===== src/rtl/pipeline_run_ctrl.sv =====
// Run/halt sequencer for the 5-stage pipeline: boot hold, HALT/debug halts,
// drain, single-step, plus cycle and retire counters.
module pipeline_run_ctrl #(
  parameter int BOOT_CYCLES  = 4,
  parameter int DRAIN_CYCLES = 3,
  parameter int CNT_W        = 32
) (
  input  logic             clk,
  input  logic             reset,
  input  logic             halt_instr,
  input  logic             dbg_halt_req,
  input  logic             dbg_resume_req,
  input  logic             dbg_step_req,
  input  logic             retire,
  output logic             pipe_halt,
  output logic             id_bubble,
  output logic             halted,
  output logic [1:0]       halt_cause,
  output logic             step_done,
  output logic [2:0]       state,
  output logic [CNT_W-1:0] cycle_cnt,
  output logic [CNT_W-1:0] retire_cnt
);

  typedef enum logic [2:0] {
    S_BOOT   = 3'd0,
    S_RUN    = 3'd1,
    S_DRAIN  = 3'd2,
    S_HALTED = 3'd3,
    S_STEP   = 3'd4
  } state_t;

  localparam logic [1:0] CAUSE_NONE  = 2'd0;
  localparam logic [1:0] CAUSE_DBG   = 2'd1;
  localparam logic [1:0] CAUSE_INSTR = 2'd2;

  // Boot and drain never overlap, so one down-counter serves both.
  localparam int TMAX = (BOOT_CYCLES > DRAIN_CYCLES) ? BOOT_CYCLES : DRAIN_CYCLES;
  localparam int TW   = (TMAX > 1) ? $clog2(TMAX) : 1;
  localparam logic [TW-1:0] BOOT_LD  = TW'(BOOT_CYCLES - 1);
  localparam logic [TW-1:0] DRAIN_LD = TW'(DRAIN_CYCLES - 1);

  state_t          st;
  logic [TW-1:0]   tmr;
  logic [1:0]      cause_q;
  logic            halted_q;
  logic            step_done_q;
  logic            from_step;
  logic [CNT_W-1:0] cyc_q;
  logic [CNT_W-1:0] ret_q;

  // Only RUN and STEP let IF/ID advance, and a decoded HALT freezes them at once.
  always_comb begin
    pipe_halt = 1'b1;
    if (st == S_RUN || st == S_STEP) pipe_halt = halt_instr;
  end

  assign id_bubble  = pipe_halt;
  assign halted     = halted_q;
  assign halt_cause = cause_q;
  assign step_done  = step_done_q;
  assign state      = st;
  assign cycle_cnt  = cyc_q;
  assign retire_cnt = ret_q;

  always_ff @(posedge clk) begin
    if (reset) begin
      st          <= S_BOOT;
      tmr         <= BOOT_LD;
      cause_q     <= CAUSE_NONE;
      halted_q    <= 1'b0;
      step_done_q <= 1'b0;
      from_step   <= 1'b0;
      cyc_q       <= '0;
      ret_q       <= '0;
    end else begin
      step_done_q <= 1'b0;
      if (!pipe_halt) cyc_q <= cyc_q + CNT_W'(1);
      if (retire)     ret_q <= ret_q + CNT_W'(1);

      case (st)
        S_BOOT: begin
          if (tmr == '0) st <= S_RUN;
          else           tmr <= tmr - TW'(1);
        end
        S_RUN: begin
          if (halt_instr) begin
            st        <= S_DRAIN;
            tmr       <= DRAIN_LD;
            cause_q   <= CAUSE_INSTR;
            from_step <= 1'b0;
          end else if (dbg_halt_req) begin
            st        <= S_DRAIN;
            tmr       <= DRAIN_LD;
            cause_q   <= CAUSE_DBG;
            from_step <= 1'b0;
          end
        end
        S_DRAIN: begin
          if (tmr == '0) begin
            st          <= S_HALTED;
            halted_q    <= 1'b1;
            step_done_q <= from_step;
          end else begin
            tmr <= tmr - TW'(1);
          end
        end
        S_HALTED: begin
          // An instruction halt is terminal; only reset leaves it.
          if (cause_q == CAUSE_DBG) begin
            if (dbg_step_req) begin
              st       <= S_STEP;
              halted_q <= 1'b0;
            end else if (dbg_resume_req) begin
              st       <= S_RUN;
              halted_q <= 1'b0;
              cause_q  <= CAUSE_NONE;
            end
          end
        end
        S_STEP: begin
          st  <= S_DRAIN;
          tmr <= DRAIN_LD;
          if (halt_instr) begin
            cause_q   <= CAUSE_INSTR;
            from_step <= 1'b0;
          end else begin
            from_step <= 1'b1;
          end
        end
        default: begin
          st  <= S_BOOT;
          tmr <= BOOT_LD;
        end
      endcase
    end
  end

endmodule


===== config.mk =====
export PLATFORM = sky130hd
export DESIGN_NAME = pipeline_run_ctrl
export DESIGN_NICKNAME = d
export VERILOG_FILES = /design/src/rtl/pipeline_run_ctrl.sv
export SDC_FILE = /design/constraint.sdc
export NUM_CORES = 1
export LEC_CHECK = 0
export ABC_AREA = 1
export CAP_MARGIN = 40
export CORE_MARGIN = 5
export CORE_UTILIZATION = 40
export DETAILED_ROUTE_END_ITERATION = 10
export GPL_TIMING_DRIVEN = 0
export PLACE_DENSITY = 0.74
export RECOVER_POWER = 50
export SLEW_MARGIN = 20
export SYNTH_ARGS = -nofsm -noshare
export SYNTH_HDL_FRONTEND = slang
export SYNTH_SLANG_ARGS = --single-unit

===== constraint.sdc =====
create_clock -name clk -period 2.05 [get_ports clk]
set_input_delay 0.41 -clock clk [delete_from_list [all_inputs] [get_ports clk]]
set_output_delay 0.41 -clock clk [all_outputs]
set_load 0.01 [all_outputs]

Word-level counts from Yosys, hierarchy flattened. Index checks and enable logic that the tools add are counted.

Shift-type cells: 0. Divide/modulo/power cells: 0. Bitwise operators: 3. Equality and inequality tests: 14. $add $sub $neg: 3. Multiply operators: 0. Mux-type cells: 29. Reduce and logical (&&, ||, !) cells: 13. $lt $le $gt $ge: 0.

Operator list (number): $add A32 B1 Y32 const B (2); $mux W3 (7); $mux W2 (9); $pmux W3 S5 (1); $ne A2 B2 Y1 const B (7); $mux W1 (8); $pmux W2 S4 (1); $eq A3 B2 Y1 const B (2); $ne A3 B3 Y1 const B (2); $pmux W2 S3 (1); $reduce_and A6 Y1 (1); $reduce_and A5 Y1 (1); $pmux W1 S2 (2); $reduce_and A4 Y1 (1); $reduce_bool A2 Y1 (2); $eq A3 B1 Y1 const B (1); $eq A3 B3 Y1 const B (1); $logic_not A3 Y1 (1); $not A1 Y1 (3); $reduce_and A3 Y1 (1); $reduce_bool A3 Y1 (1); $reduce_or A3 Y1 (1); $eq A2 B1 Y1 const B (1); $logic_not A2 Y1 (1); other kinds (4) (4).

Register bits: 74. Output and inout bits: 73. Latch bits: 0. ROM bits: 0. Input port bits: 7. Memories: 0. Word-level logic and storage cells: 70. RAM bits: 0.

Longest topological paths before layout.
Word-level depth: 4. Gate-level depth with buffers: 10. Depth with buffers taken out: 10.

Worst setup path before layout. Ideal clock, no wire load.

Path type: flip-flop to output port. From: register st[1], in the netlist state[1]. To: output port pipe_halt. Required time: 1640 ps. Path buffers: 2. Stages on the path, launching flop included: 7. Path slack: 481 ps. Arrival time: 1159 ps. Path through: dfxtp_1 -> inv_1 -> nand3_2 -> nand2_4 -> nand2_4 -> buf_8 -> buf_4.

Longest elaborated chain between the ends: 3. Elaborated cells between the ends (all ways): 4. Classes of those cells: eq/ne: 2; mux: 1; reduce/logical: 1.

Ends and longest elaborated chain: start, declared (line 43) `state_t st;`; start signal, assigned (line 68) `st <= S_BOOT;`; start signal, assigned (line 83) `if (tmr == '0) st <= S_RUN;`; start signal, assigned (line 88) `st <= S_DRAIN;`; $eq A3 B1 Y1 / $eq A3 B3 Y1 (equally long branches) (line 55) `if (st == S_RUN || st == S_STEP) pipe_halt = halt_instr;`; $logic_or A1 B1 Y1 (*) (line 55); $mux W1 (*) (line 55); end, declared (line 15) `output logic pipe_halt,`.

Mark *: on every way between the ends. The rest lies on a longest branch, timed or not.

Final worst setup path.
From: register st[0], in the netlist state[0]. To: output port id_bubble.

Longest elaborated chain between the ends: 3. Elaborated cells between the ends (all ways): 4. Classes of those cells: eq/ne: 2; mux: 1; reduce/logical: 1.

Ends and longest elaborated chain: $eq A3 B1 Y1 / $eq A3 B3 Y1 (equally long branches) (line 55); $logic_or A1 B1 Y1 (*) (line 55); $mux W1 (*) (line 55); end, declared (line 16) `output logic id_bubble,`.

Marks and branches as above.

==> impl_metrics.ini <==
[outcome]
outcome = complete, no violations

[routing]
antenna_left = 0
dr.first_iter.drc_count = 250
wl_microns = 11660
dr.pass1.iters = 5
detail_route.wl_per_cell_microns = 13.43
vias = 4397
drc = 0
vias_per_cell = 5.066

[sta]
clock_skew_ns = 0.006390
setup_viol = 0
tns_ns = 0
slew_headroom = 0.5349
min_period_ns = 1.937
fin_ws_ns = 0.1128
fmax_mhz = 516.2
rsz0062_at_grt = no
final_max_slew_viol_count = 0
worst_pin_slew_ns = 0.6977
timing.final.crit_share = 0.9450
final-hold-violation-count = 0

[worst_setup_path]
rr_worst_depth = 10
endpoint_kind = primary output
cp_slowest_cell = dfxtp_4
crit_arrival_ns = 1.53
cp_max_fo = 6
cpMostUsedCell = nand2_4
startpoint_type = flip-flop
slowest_delay_ns = 0.38
crit_required_ns = 1.64
timing.rr.start = state[0]$_SDFFE_PP0P_
r2r-end = cycle_cnt[26]$_SDFFE_PP0N_
rrSetupSlack_ns = 0.21
worstPathCellList = nor2_4 -> nand2_4 -> nand2_4 -> nand2_4 -> buf_12 -> dlygate4sd2_1
critical_path_class = flip-flop to primary output

[synthesis]
syn_area_sq_um = 4041
ys_seq_area_frac = 0.3666
synth_seq_cells = 74
syn_area_per_cell_sq_um = 6.364
syn-instance-count = 635
ys_types = 36
synth_fp_nets = 645
yosys_warnings = 0

[job]
max-cap-violations = 0

[pwr]
peakVddDrop_uv = 255.3
p_leak_nw = 2.095
pwr_density_cell_nw_per_um2 = 583.1

[place]
portBuffers = 77
place.gp.congestion = 0.8893
dp_hpwl_microns = 8747
dpl_worst_slack_ns = -0.6109

[layout]
final_util = 0.5293
layout-drive-gt1-share = 0.05442
fill_cells = 1016
fin_nets = 740
antenna_cells = 0
area_growth_pct = 28.61

[clock_network]
clk_path_buf_depth = 2
clk_latency_ns = 0.36
cts-root-buf = clkbuf_8
clock_sinks = 74
cts_htree_levels = 3
path_clk_slew_ns = 0.07
tritoncts = yes
hold_buffers = 0
numCtsBuffers = 9

[global_routing]
antenna_found_initial = 0
grt_pass1_vias = 4164
grt_usage = 0.1921
grt_pass1_wl_microns = 19750
gr-total-overflow = 0
grt_max_degree = 12

[floorplan]
start_util = 0.4116
ios = 80
coreArea_sq_um = 9819
die_y_microns = 110.5
fp.dieW_microns = 110.5
core.rowCount = 36
die-area_sq_um = 12210

[min_path]
hold_path.startpoint = retire
whs_path_depth = 2
hold_end = retire_cnt[0]$_SDFFE_PP0P_
hold_path.class = input pin to flip-flop
logic make-up (layout without fill, tap and decap cells):
group | after synthesis | after routing | synth area share
buffers and inverters | 102 | 202 | 0.09907
XOR/XNOR | 9 | 9 | 0.01950
AND/OR/NAND/NOR | 378 | 378 | 0.4152
flip-flops | 74 | 74 | 0.3666
adder cells (fa/ha/maj) | 3 | 3 | 0.009289
AO/OA/AOI/OAI | 69 | 69 | 0.09040
flip-flops by register name, summed over array words and instances, names as in the netlist:
register	cells
step_done	1
halted	1
state	3
retire_cnt	32
from_step	1
halt_cause	2
tmr	2
cycle_cnt	32
where the power goes:
group	internal (mW)	switching (mW)
clock	0.468	0.554
sequential	1.49	0.0522
combinational	0.194	0.270
total	2.15	0.877
metal layers:
layer / track usage / wire [microns]
met5: 0 / 0
met4: 0.06897 / 232
met3: 0.04486 / 660
met2: 0.3095 / 5333
met1: 0.2509 / 5432
Yosys cell counts:
cell      number  area (sq um)
nor2_4         1         11.26
and3_1         1         6.260
o21bai_1       1         7.510
nor2_8         3         60.06
buf_8          1         15.01
o211ai_1       1         7.510
nor3b_1        3         22.52
nor3_2         1         10.01
nand3_1       55         275.3
xor2_1         5         43.79
o21a_1         1         7.510
nand3b_1       1         7.510
clkbuf_1       5         18.77
nand2_4        2         22.52
a21oi_1       29         145.1
ha_1           3         37.54
nor3_1        16         80.08
inv_1         89         334.1
buf_4          1         7.510
a211oi_1       1         7.510
nor2_2         4         25.02
nand2_1      146         548.0
dfxtp_1       74          1481
o21ai_0       28         140.1
nand2_2        1         6.260
xnor2_1        4         35.03
nor2_1       122         457.9
nor4_1         3         18.77
clkinv_1       1         3.750
buf_1          2         7.510
inv_2          1         3.750
a31oi_1        7         43.79
buf_2          2         10.01
nand4_1       17         106.4
nand3_2        2         20.02
o22ai_1        1         6.260
area by class of cell:
type	instances	area, sq um	area share
Multi-Input combinational cell	459	2156	0.4148
Sequential cell	74	1490	0.2867
Timing Repair Buffer	84	808.3	0.1555
Inverter	91	349.1	0.06716
Tap cell	133	166.4	0.03202
Clock buffer	13	148.9	0.02865
Buffer	11	63.81	0.01228
Clock inverter	3	15.01	0.002889
what timing repair did:
item,in CTS,in global routing
pin swaps,2,2
gates resized for setup,16,3
endpoints found under the setup margin,2,1
buffers inserted,2,5
per-stage QoR:
step                power, mW  hold slack (ns)  cell area (sq um)  cells
floorplan               1.848           0.4398               4041    635
global placement        1.994           0.4485               4979    845
detailed placement      2.005           0.4643               4979    845
CTS                     3.047           0.3542               5190    863
global route            3.187           0.3521               5197    868
finish                  3.031           0.3592               5197    868
layout by cell type (no fill, tap or decap), drive strengths merged, types with 23 or more instances in the layout:
| cell | instances |
|---|---|
| dfxtp | 74 |
| nand2 | 149 |
| dlygate4sd3 | 23 |
| o21ai | 28 |
| nand3 | 57 |
| inv | 90 |
| clkdlybuf4s50 | 51 |
| nor2 | 130 |
| clkbuf | 24 |
| a21oi | 29 |
worst max-delay path by stage:
stage / from / endpoint / slack (ns) / cells after the start
6_report: state[0]$_SDFFE_PP0P_ / id_bubble / 0.11 / 6
5_1_grt: state[0]$_SDFFE_PP0P_ / id_bubble / 0.04 / 6
4_1_cts: state[1]$_SDFFE_PP0P_ / pipe_halt / -0.02 / 7
3_5_place_dp: halt_instr / pipe_halt / -0.61 / 6
3_3_place_gp: halt_instr / pipe_halt / -0.61 / 6
2_1_floorplan: state[1]$_SDFFE_PP0P_ / pipe_halt / 0.48 / 6
critical path: cells and delay by family, from the launching register on:
family	cells	cell delay, ns
buffers and inverters	2	0.41
and+or+nand+nor	4	0.38
DFF	1	0.38
(Power assumes the default switching activity.)
